==> config.mk <==
export PLATFORM = sky130hd
export DESIGN_NAME = bp_table_scheduler_flat
export DESIGN_NICKNAME = d
export VERILOG_FILES = /design/src/rtl/bp_table_scheduler_if.sv /design/src/rtl/bp_table_scheduler.sv /design/src/flat_wrapper.sv
export SDC_FILE = /design/constraint.sdc
export NUM_CORES = 1
export LEC_CHECK = 0
export BUFFER_PORTS_ARGS = -buffer_cell sky130_fd_sc_hd__buf_2
export CORE_ASPECT_RATIO = 0.75
export CORE_MARGIN = 2
export CORE_UTILIZATION = 35
export DETAILED_ROUTE_END_ITERATION = 10
export SYNTH_ARGS = -nofsm -noshare
export SYNTH_HDL_FRONTEND = slang
export SYNTH_SLANG_ARGS = --single-unit
==> constraint.sdc <==
create_clock -name clk -period 5.4 [get_ports clk]
set_input_delay 1.08 -clock clk [delete_from_list [all_inputs] [get_ports clk]]
set_output_delay 1.08 -clock clk [all_outputs]
set_load 0.1 [all_outputs]
==> src/rtl/bp_table_scheduler_if.sv <==
// bp_table_scheduler_if: lookup, update and table-port bundle of the branch-predictor table scheduler
interface bp_table_scheduler_if #(
    parameter int IDX_W    = 7,
    parameter int DATA_W   = 59,
    parameter int UQ_DEPTH = 4
);
    localparam int CW = $clog2(UQ_DEPTH) + 1;
    logic              flush;
    logic              lk_valid;
    logic [IDX_W-1:0]  lk_idx;
    logic              lk_ready;
    logic              lk_rvalid;
    logic [DATA_W-1:0] lk_rdata;
    logic              up_valid;
    logic [IDX_W-1:0]  up_idx;
    logic [DATA_W-1:0] up_wdata;
    logic              up_ready;
    logic              tbl_en;
    logic              tbl_we;
    logic [IDX_W-1:0]  tbl_idx;
    logic [DATA_W-1:0] tbl_wdata;
    logic [DATA_W-1:0] tbl_rdata;
    logic              busy_init;
    logic [CW-1:0]     uq_count;
    modport master (
        output flush, lk_valid, lk_idx, up_valid, up_idx, up_wdata, tbl_rdata,
        input  lk_ready, lk_rvalid, lk_rdata, up_ready, tbl_en, tbl_we, tbl_idx, tbl_wdata,
               busy_init, uq_count
    );
    modport slave (
        input  flush, lk_valid, lk_idx, up_valid, up_idx, up_wdata, tbl_rdata,
        output lk_ready, lk_rvalid, lk_rdata, up_ready, tbl_en, tbl_we, tbl_idx, tbl_wdata,
               busy_init, uq_count
    );
endinterface

==> src/rtl/bp_table_scheduler.sv <==
// bp_table_scheduler: arbitrates PHT/BTB lookups vs queued updates and runs the clear sweep.
// Optional BP_SCHED_BYPASS_EN forwards queued update data to matching lookups.
module bp_table_scheduler #(
    parameter int IDX_W      = 7,
    parameter int DATA_W     = 59,
    parameter int UQ_DEPTH   = 4,
    parameter int STARVE_MAX = 3
) (
    input logic                clk,
    input logic                rst,
    bp_table_scheduler_if.slave io_bus
);
    localparam int PW = $clog2(UQ_DEPTH);
    localparam int CW = PW + 1;
    localparam int SW = $clog2(STARVE_MAX + 1);

    typedef enum logic {S_INIT, S_RUN} state_t;

    state_t            r_state;
    logic [IDX_W-1:0]  r_sweep;
    logic [IDX_W-1:0]  r_q_idx  [UQ_DEPTH];
    logic [DATA_W-1:0] r_q_data [UQ_DEPTH];
    logic [PW-1:0]     r_rp;
    logic [PW-1:0]     r_wp;
    logic [CW-1:0]     r_cnt;
    logic [SW-1:0]     r_starve;
    logic              r_rvalid;
    logic [DATA_W-1:0] r_hold;
    logic              w_init;
    logic              w_run;
    logic              w_full;
    logic              w_ne;
    logic              w_wr;
    logic              w_grant;
    logic              w_push;
    logic [DATA_W-1:0] w_rd;

    assign w_init  = r_state == S_INIT;
    assign w_run   = r_state == S_RUN;
    assign w_full  = r_cnt == CW'(UQ_DEPTH);
    assign w_ne    = r_cnt != '0;
    // A full queue or a starved update outranks a pending lookup
    assign w_wr    = w_run && w_ne && (w_full || r_starve == SW'(STARVE_MAX) || !io_bus.lk_valid);
    assign w_grant = w_run && io_bus.lk_valid && !w_wr;
    assign w_push  = w_run && !w_full && io_bus.up_valid && !io_bus.flush;

    assign io_bus.lk_ready  = w_grant;
    assign io_bus.up_ready  = w_run && !w_full;
    assign io_bus.busy_init = w_init;
    assign io_bus.uq_count  = r_cnt;
    assign io_bus.lk_rvalid = r_rvalid;
    assign io_bus.tbl_en    = !rst && (w_init || w_wr || w_grant);
    assign io_bus.tbl_we    = !rst && (w_init || w_wr);
    assign io_bus.tbl_idx   = rst ? '0 : w_init ? r_sweep : w_wr ? r_q_idx[r_rp] :
                              w_grant ? io_bus.lk_idx : '0;
    assign io_bus.tbl_wdata = (!rst && w_wr) ? r_q_data[r_rp] : '0;
    assign io_bus.lk_rdata  = r_rvalid ? w_rd : r_hold;

`ifdef BP_SCHED_BYPASS_EN
    logic              w_hit;
    logic [DATA_W-1:0] w_byp;
    logic              r_hit;
    logic [DATA_W-1:0] r_byp;

    // Scan oldest to youngest so the last match wins; a same-cycle push is youngest of all
    always_comb begin
        w_hit = 1'b0;
        w_byp = '0;
        for (int k = 0; k < UQ_DEPTH; k++) begin
            if (CW'(k) < r_cnt && r_q_idx[r_rp + PW'(k)] == io_bus.lk_idx) begin
                w_hit = 1'b1;
                w_byp = r_q_data[r_rp + PW'(k)];
            end
        end
        if (w_push && io_bus.up_idx == io_bus.lk_idx) begin
            w_hit = 1'b1;
            w_byp = io_bus.up_wdata;
        end
    end

    always_ff @(posedge clk or posedge rst) begin
        if (rst) begin
            r_hit <= 1'b0;
            r_byp <= '0;
        end else if (w_grant) begin
            r_hit <= w_hit;
            r_byp <= w_byp;
        end
    end

    assign w_rd = r_hit ? r_byp : io_bus.tbl_rdata;
`else
    assign w_rd = io_bus.tbl_rdata;
`endif

    always_ff @(posedge clk) begin
        if (w_push) begin
            r_q_idx[r_wp]  <= io_bus.up_idx;
            r_q_data[r_wp] <= io_bus.up_wdata;
        end
    end

    always_ff @(posedge clk or posedge rst) begin
        if (rst) begin
            r_state  <= S_INIT;
            r_sweep  <= '0;
            r_rp     <= '0;
            r_wp     <= '0;
            r_cnt    <= '0;
            r_starve <= '0;
            r_rvalid <= 1'b0;
            r_hold   <= '0;
        end else begin
            r_rvalid <= w_grant;
            if (r_rvalid)
                r_hold <= w_rd;
            if (io_bus.flush) begin
                r_state  <= S_INIT;
                r_sweep  <= '0;
                r_rp     <= '0;
                r_wp     <= '0;
                r_cnt    <= '0;
                r_starve <= '0;
            end else begin
                if (w_init) begin
                    r_sweep <= r_sweep + 1'b1;
                    if (&r_sweep)
                        r_state <= S_RUN;
                end
                if (w_wr)
                    r_rp <= r_rp + 1'b1;
                if (w_push)
                    r_wp <= r_wp + 1'b1;
                r_cnt    <= r_cnt + CW'(w_push) - CW'(w_wr);
                r_starve <= (w_wr || !w_ne) ? '0 :
                            (w_grant && r_starve != SW'(STARVE_MAX)) ? r_starve + 1'b1 : r_starve;
            end
        end
    end
endmodule

==> src/flat_wrapper.sv <==
// flat-port wrapper written by rule: the top's interface ports become plain ports
module bp_table_scheduler_flat 
#(
    parameter int IDX_W      = 7,
    parameter int DATA_W     = 59,
    parameter int UQ_DEPTH   = 4,
    parameter int STARVE_MAX = 3
)
  (clk, rst, io_bus_flush, io_bus_lk_valid, io_bus_lk_idx, io_bus_up_valid, io_bus_up_idx, io_bus_up_wdata, io_bus_tbl_rdata, io_bus_lk_ready, io_bus_lk_rvalid, io_bus_lk_rdata, io_bus_up_ready, io_bus_tbl_en, io_bus_tbl_we, io_bus_tbl_idx, io_bus_tbl_wdata, io_bus_busy_init, io_bus_uq_count);
  bp_table_scheduler_if #(.IDX_W(IDX_W), .DATA_W(DATA_W), .UQ_DEPTH(UQ_DEPTH)) io_bus_i ();
  input logic clk;
  input logic rst;
  input wire logic [$bits(io_bus_i.flush)-1:0] io_bus_flush;
  input wire logic [$bits(io_bus_i.lk_valid)-1:0] io_bus_lk_valid;
  input wire logic [$bits(io_bus_i.lk_idx)-1:0] io_bus_lk_idx;
  input wire logic [$bits(io_bus_i.up_valid)-1:0] io_bus_up_valid;
  input wire logic [$bits(io_bus_i.up_idx)-1:0] io_bus_up_idx;
  input wire logic [$bits(io_bus_i.up_wdata)-1:0] io_bus_up_wdata;
  input wire logic [$bits(io_bus_i.tbl_rdata)-1:0] io_bus_tbl_rdata;
  output wire logic [$bits(io_bus_i.lk_ready)-1:0] io_bus_lk_ready;
  output wire logic [$bits(io_bus_i.lk_rvalid)-1:0] io_bus_lk_rvalid;
  output wire logic [$bits(io_bus_i.lk_rdata)-1:0] io_bus_lk_rdata;
  output wire logic [$bits(io_bus_i.up_ready)-1:0] io_bus_up_ready;
  output wire logic [$bits(io_bus_i.tbl_en)-1:0] io_bus_tbl_en;
  output wire logic [$bits(io_bus_i.tbl_we)-1:0] io_bus_tbl_we;
  output wire logic [$bits(io_bus_i.tbl_idx)-1:0] io_bus_tbl_idx;
  output wire logic [$bits(io_bus_i.tbl_wdata)-1:0] io_bus_tbl_wdata;
  output wire logic [$bits(io_bus_i.busy_init)-1:0] io_bus_busy_init;
  output wire logic [$bits(io_bus_i.uq_count)-1:0] io_bus_uq_count;
  assign io_bus_i.flush = io_bus_flush;
  assign io_bus_i.lk_valid = io_bus_lk_valid;
  assign io_bus_i.lk_idx = io_bus_lk_idx;
  assign io_bus_i.up_valid = io_bus_up_valid;
  assign io_bus_i.up_idx = io_bus_up_idx;
  assign io_bus_i.up_wdata = io_bus_up_wdata;
  assign io_bus_i.tbl_rdata = io_bus_tbl_rdata;
  assign io_bus_lk_ready = io_bus_i.lk_ready;
  assign io_bus_lk_rvalid = io_bus_i.lk_rvalid;
  assign io_bus_lk_rdata = io_bus_i.lk_rdata;
  assign io_bus_up_ready = io_bus_i.up_ready;
  assign io_bus_tbl_en = io_bus_i.tbl_en;
  assign io_bus_tbl_we = io_bus_i.tbl_we;
  assign io_bus_tbl_idx = io_bus_i.tbl_idx;
  assign io_bus_tbl_wdata = io_bus_i.tbl_wdata;
  assign io_bus_busy_init = io_bus_i.busy_init;
  assign io_bus_uq_count = io_bus_i.uq_count;
  bp_table_scheduler #(.IDX_W(IDX_W), .DATA_W(DATA_W), .UQ_DEPTH(UQ_DEPTH), .STARVE_MAX(STARVE_MAX)) u_core (.clk(clk), .rst(rst), .io_bus(io_bus_i));
endmodule
==> run_results.csv <==
group,metric,value,unit
die,design.die.area,39620,µm²
run_status,run_status,"completed",
timing,worst_pin_slew,1.099,ns
synthesis,synth_top_family_by_area,"multiplexers",
synthesis,netlist.top_cell.by_area,"edfxtp_1",
cts,post_cts_resized,0,
synthesis,synth_area_leaders,"edfxtp_1 (60%), dfrtp_1 (14%), mux4_2 (11%)",
timing,setup-tns-final,0,ns
power_and_ir_drop,total_power,5.970,mW
synthesis,muxShareOfSynthArea,0.1639,
timing,skew,0.01219,ns
synthesis,ys_async_sr_fraction,0.2258,
synthesis,synthAdderAreaFrac,0.008085,
cts,cts_inserted_buffers,37,
drt,ant_nets,0,
timing,setup_viol,0,
cts,cts-root-buf,"clkbuf_16",
global_route,grt_pass1_vias,7473,
cells_and_area,fill_cells,3345,
cells_and_area,area_growth,23.13,%
drt,routed_wl,29340,µm
timing,rsz0062_at_grt,"no",
synthesis,synth_cell_types,34,
place,place_area,15140,µm²
drt,vias_per_cell,4.759,
place,dpl.hpwl,18200,µm
global_route,antenna_found_initial,4,
timing,slew_headroom,0.2676,
global_route,gr-total-overflow,0,
drt,firstDrtPassIters,6,
synthesis,syn_area,13310,µm²
synthesis,synth.avg_cell_area,19.72,µm²
cts,clock_latency,0.53,ns
die,core_area,37250,µm²
synthesis,synthCells,675,
setup_path,critPathLaunch,"u_core.r_state",
setup_path,crit_path_start_kind,"flip-flop",
timing,timing.fmax,250.1,MHz
synthesis,yosys.area.top_type_share,0.5957,
place,gp_congestion,0.7295,
job,drv_cap,0,
drt,dr_total_vias,7077,
cts,cts_sinks,341,
setup_path,crit_type,"reg2out",
die,die_y,172.9,µm
place,dpl.cell_count,1417,
drt,drt_iter0_markers,424,
drt,drc,0,
timing,period_share,0.7406,
synthesis,synth_xor_xnor_area_share,0.007239,
die,initial_core_util,0.3573,
setup_path,arrival,2.92,ns
global_route,grt_pass1_wl,45130,µm
cells_and_area,stdcell_area,16390,µm²
cells_and_area,layout_common_cells,"buf_2 (270), edfxtp_1 (264), dfrtp_1 (74)",
die,die_w,229.2,µm
drt,wl_per_cell,19.73,µm
global_route,track_usage,0.1491,
synthesis,synth_seq_cells,341,
synthesis,synth_edf_count,264,
synthesis,yosys_warnings,0,
synthesis,ys_seq_area_frac,0.7404,
setup_path,required,4.32,ns
timing,whs,0.4907,ns
cells_and_area,nets,1097,
cells_and_area,drive_gt1_frac,0.4827,
setup_path,reg2reg_slack,2.56,ns
die,row_count,61,
global_route,grt_max_degree,84,
place,io_buffers,270,
worst_hold_path,hp-class,"reg2reg",
cts,cts_htree_levels,2,
timing,finalHoldViolations,0,
timing,slew_viol_final,0,
synthesis,synth-simple-area-share,0.05330,
cts,cts_hold_buf,0,
cells_and_area,ff_latch_area,9863,µm²
setup_path,end_kind,"output pin",
cells_and_area,mostFrequentLayoutCell,"buf_2",
worst_hold_path,hp-start,"u_core.r_hold[55]",
cts,clk_pin_slew,0.06,ns
synthesis,synth_compound_area_frac,0.005547,
cells_and_area,instances_no_fill,1487,
power_and_ir_drop,max-vdd-ir-drop,0.2805,mV
setup_path,r2r_start,"u_core.r_state",
die,ioPinCount,271,
cts,post_cts_buffers,0,
power_and_ir_drop,p_leak,6.541,nW
synthesis,synth_nets,820,
cts,cts.path.max_buffers,3,
setup_path,critical_path_peak_fanout,14,
cells_and_area,multiInputGateArea,3178,µm²
cts,cts_tree,"done",
timing,fin_crit,3.999,ns
synthesis,ys.flop_type,"edfxtp_1",
power_and_ir_drop,powerDensity,364.3,nW/µm²
[where the power goes]
| group | leakage (nW) | total, mW | switching (mW) | internal, mW |
|---|---|---|---|---|
| clock network | 0.610 | 2.59 | 1.03 | 1.56 |
| registers | 3.39 | 2.88 | 0.0117 | 2.87 |
| logic | 2.54 | 0.496 | 0.402 | 0.0944 |
[kinds of logic after synthesis]
| family | Yosys count |
|---|---|
| xor+xnor | 11 |
| simple gates | 128 |
| mux | 128 |
| flops | 341 |
| fa+ha+maj | 8 |
| buf+inv | 49 |
| compound gates | 10 |
[worst max-delay path, stage by stage, from the launching register on]
cell and delay, ns:
dfrtp_1 0.66, inv_1 0.31, nor2_1 0.68, nand4_1 0.19, nand3_1 0.12, buf_2 0.43
[cell type report]
| cell class | instances | share of cell area |
|---|---|---|
| antenna | 3 | 0.0004581 |
| clock buffer | 42 | 0.05826 |
| clock inverter | 25 | 0.01741 |
| inverter | 7 | 0.001756 |
| multi-input combinational | 285 | 0.1939 |
| sequential | 341 | 0.6019 |
| tap | 504 | 0.03848 |
| timing repair buffer | 280 | 0.08781 |
[routing by layer]
metal	vias to the layer above	wire, µm	global-route usage
li1	3227	-	-
met1	3615	12980	0.2052
met2	183	14080	0.2371
met3	52	1594	0.03480
met4	0	677	0.04383
met5	-	0	0
[stage by stage]
stage / setup slack, ns / util
final: 1.401 / 0.4400
after global routing: 1.161 / 0.4398
after CTS: 1.318 / 0.4398
after detailed placement: 1.577 / 0.4065
after global placement: 1.625 / 0.4065
after floorplan: 0.9993 / -
[synthesized netlist by cell type, drive strengths merged, types with 8 or more instances]
cell and n:
nand3 16, mux4 66, nor2 21, nand2 9, buf 25, and3 60
edfxtp 264, nand4 8, dfrtp 77, mux2 59, clkbuf 17
[final timing paths]
kind                                     endpoint  cells after the start
max                             io_bus_tbl_idx[0]                      5
min                             u_core.r_hold[55]                      1
max reg2reg                u_core.r_q_data[0][58]                      4
min reg2reg                     u_core.r_hold[55]                      1
max in group asynchronous          u_core.r_rp[1]                      3
min in group asynchronous       u_core.r_sweep[4]                      2
[state kept, by name, indices dropped and copies added, names as in the netlist]
register	cells
u_core.io_bus.lk_rvalid	1
u_core.io_bus.uq_count	3
u_core.r_hold	59
u_core.r_q_data	236
u_core.r_q_idx	28
u_core.r_rp	2
u_core.r_starve	2
u_core.r_state	1
u_core.r_sweep	7
u_core.r_wp	2
Power figures use the tool's default switching activity.
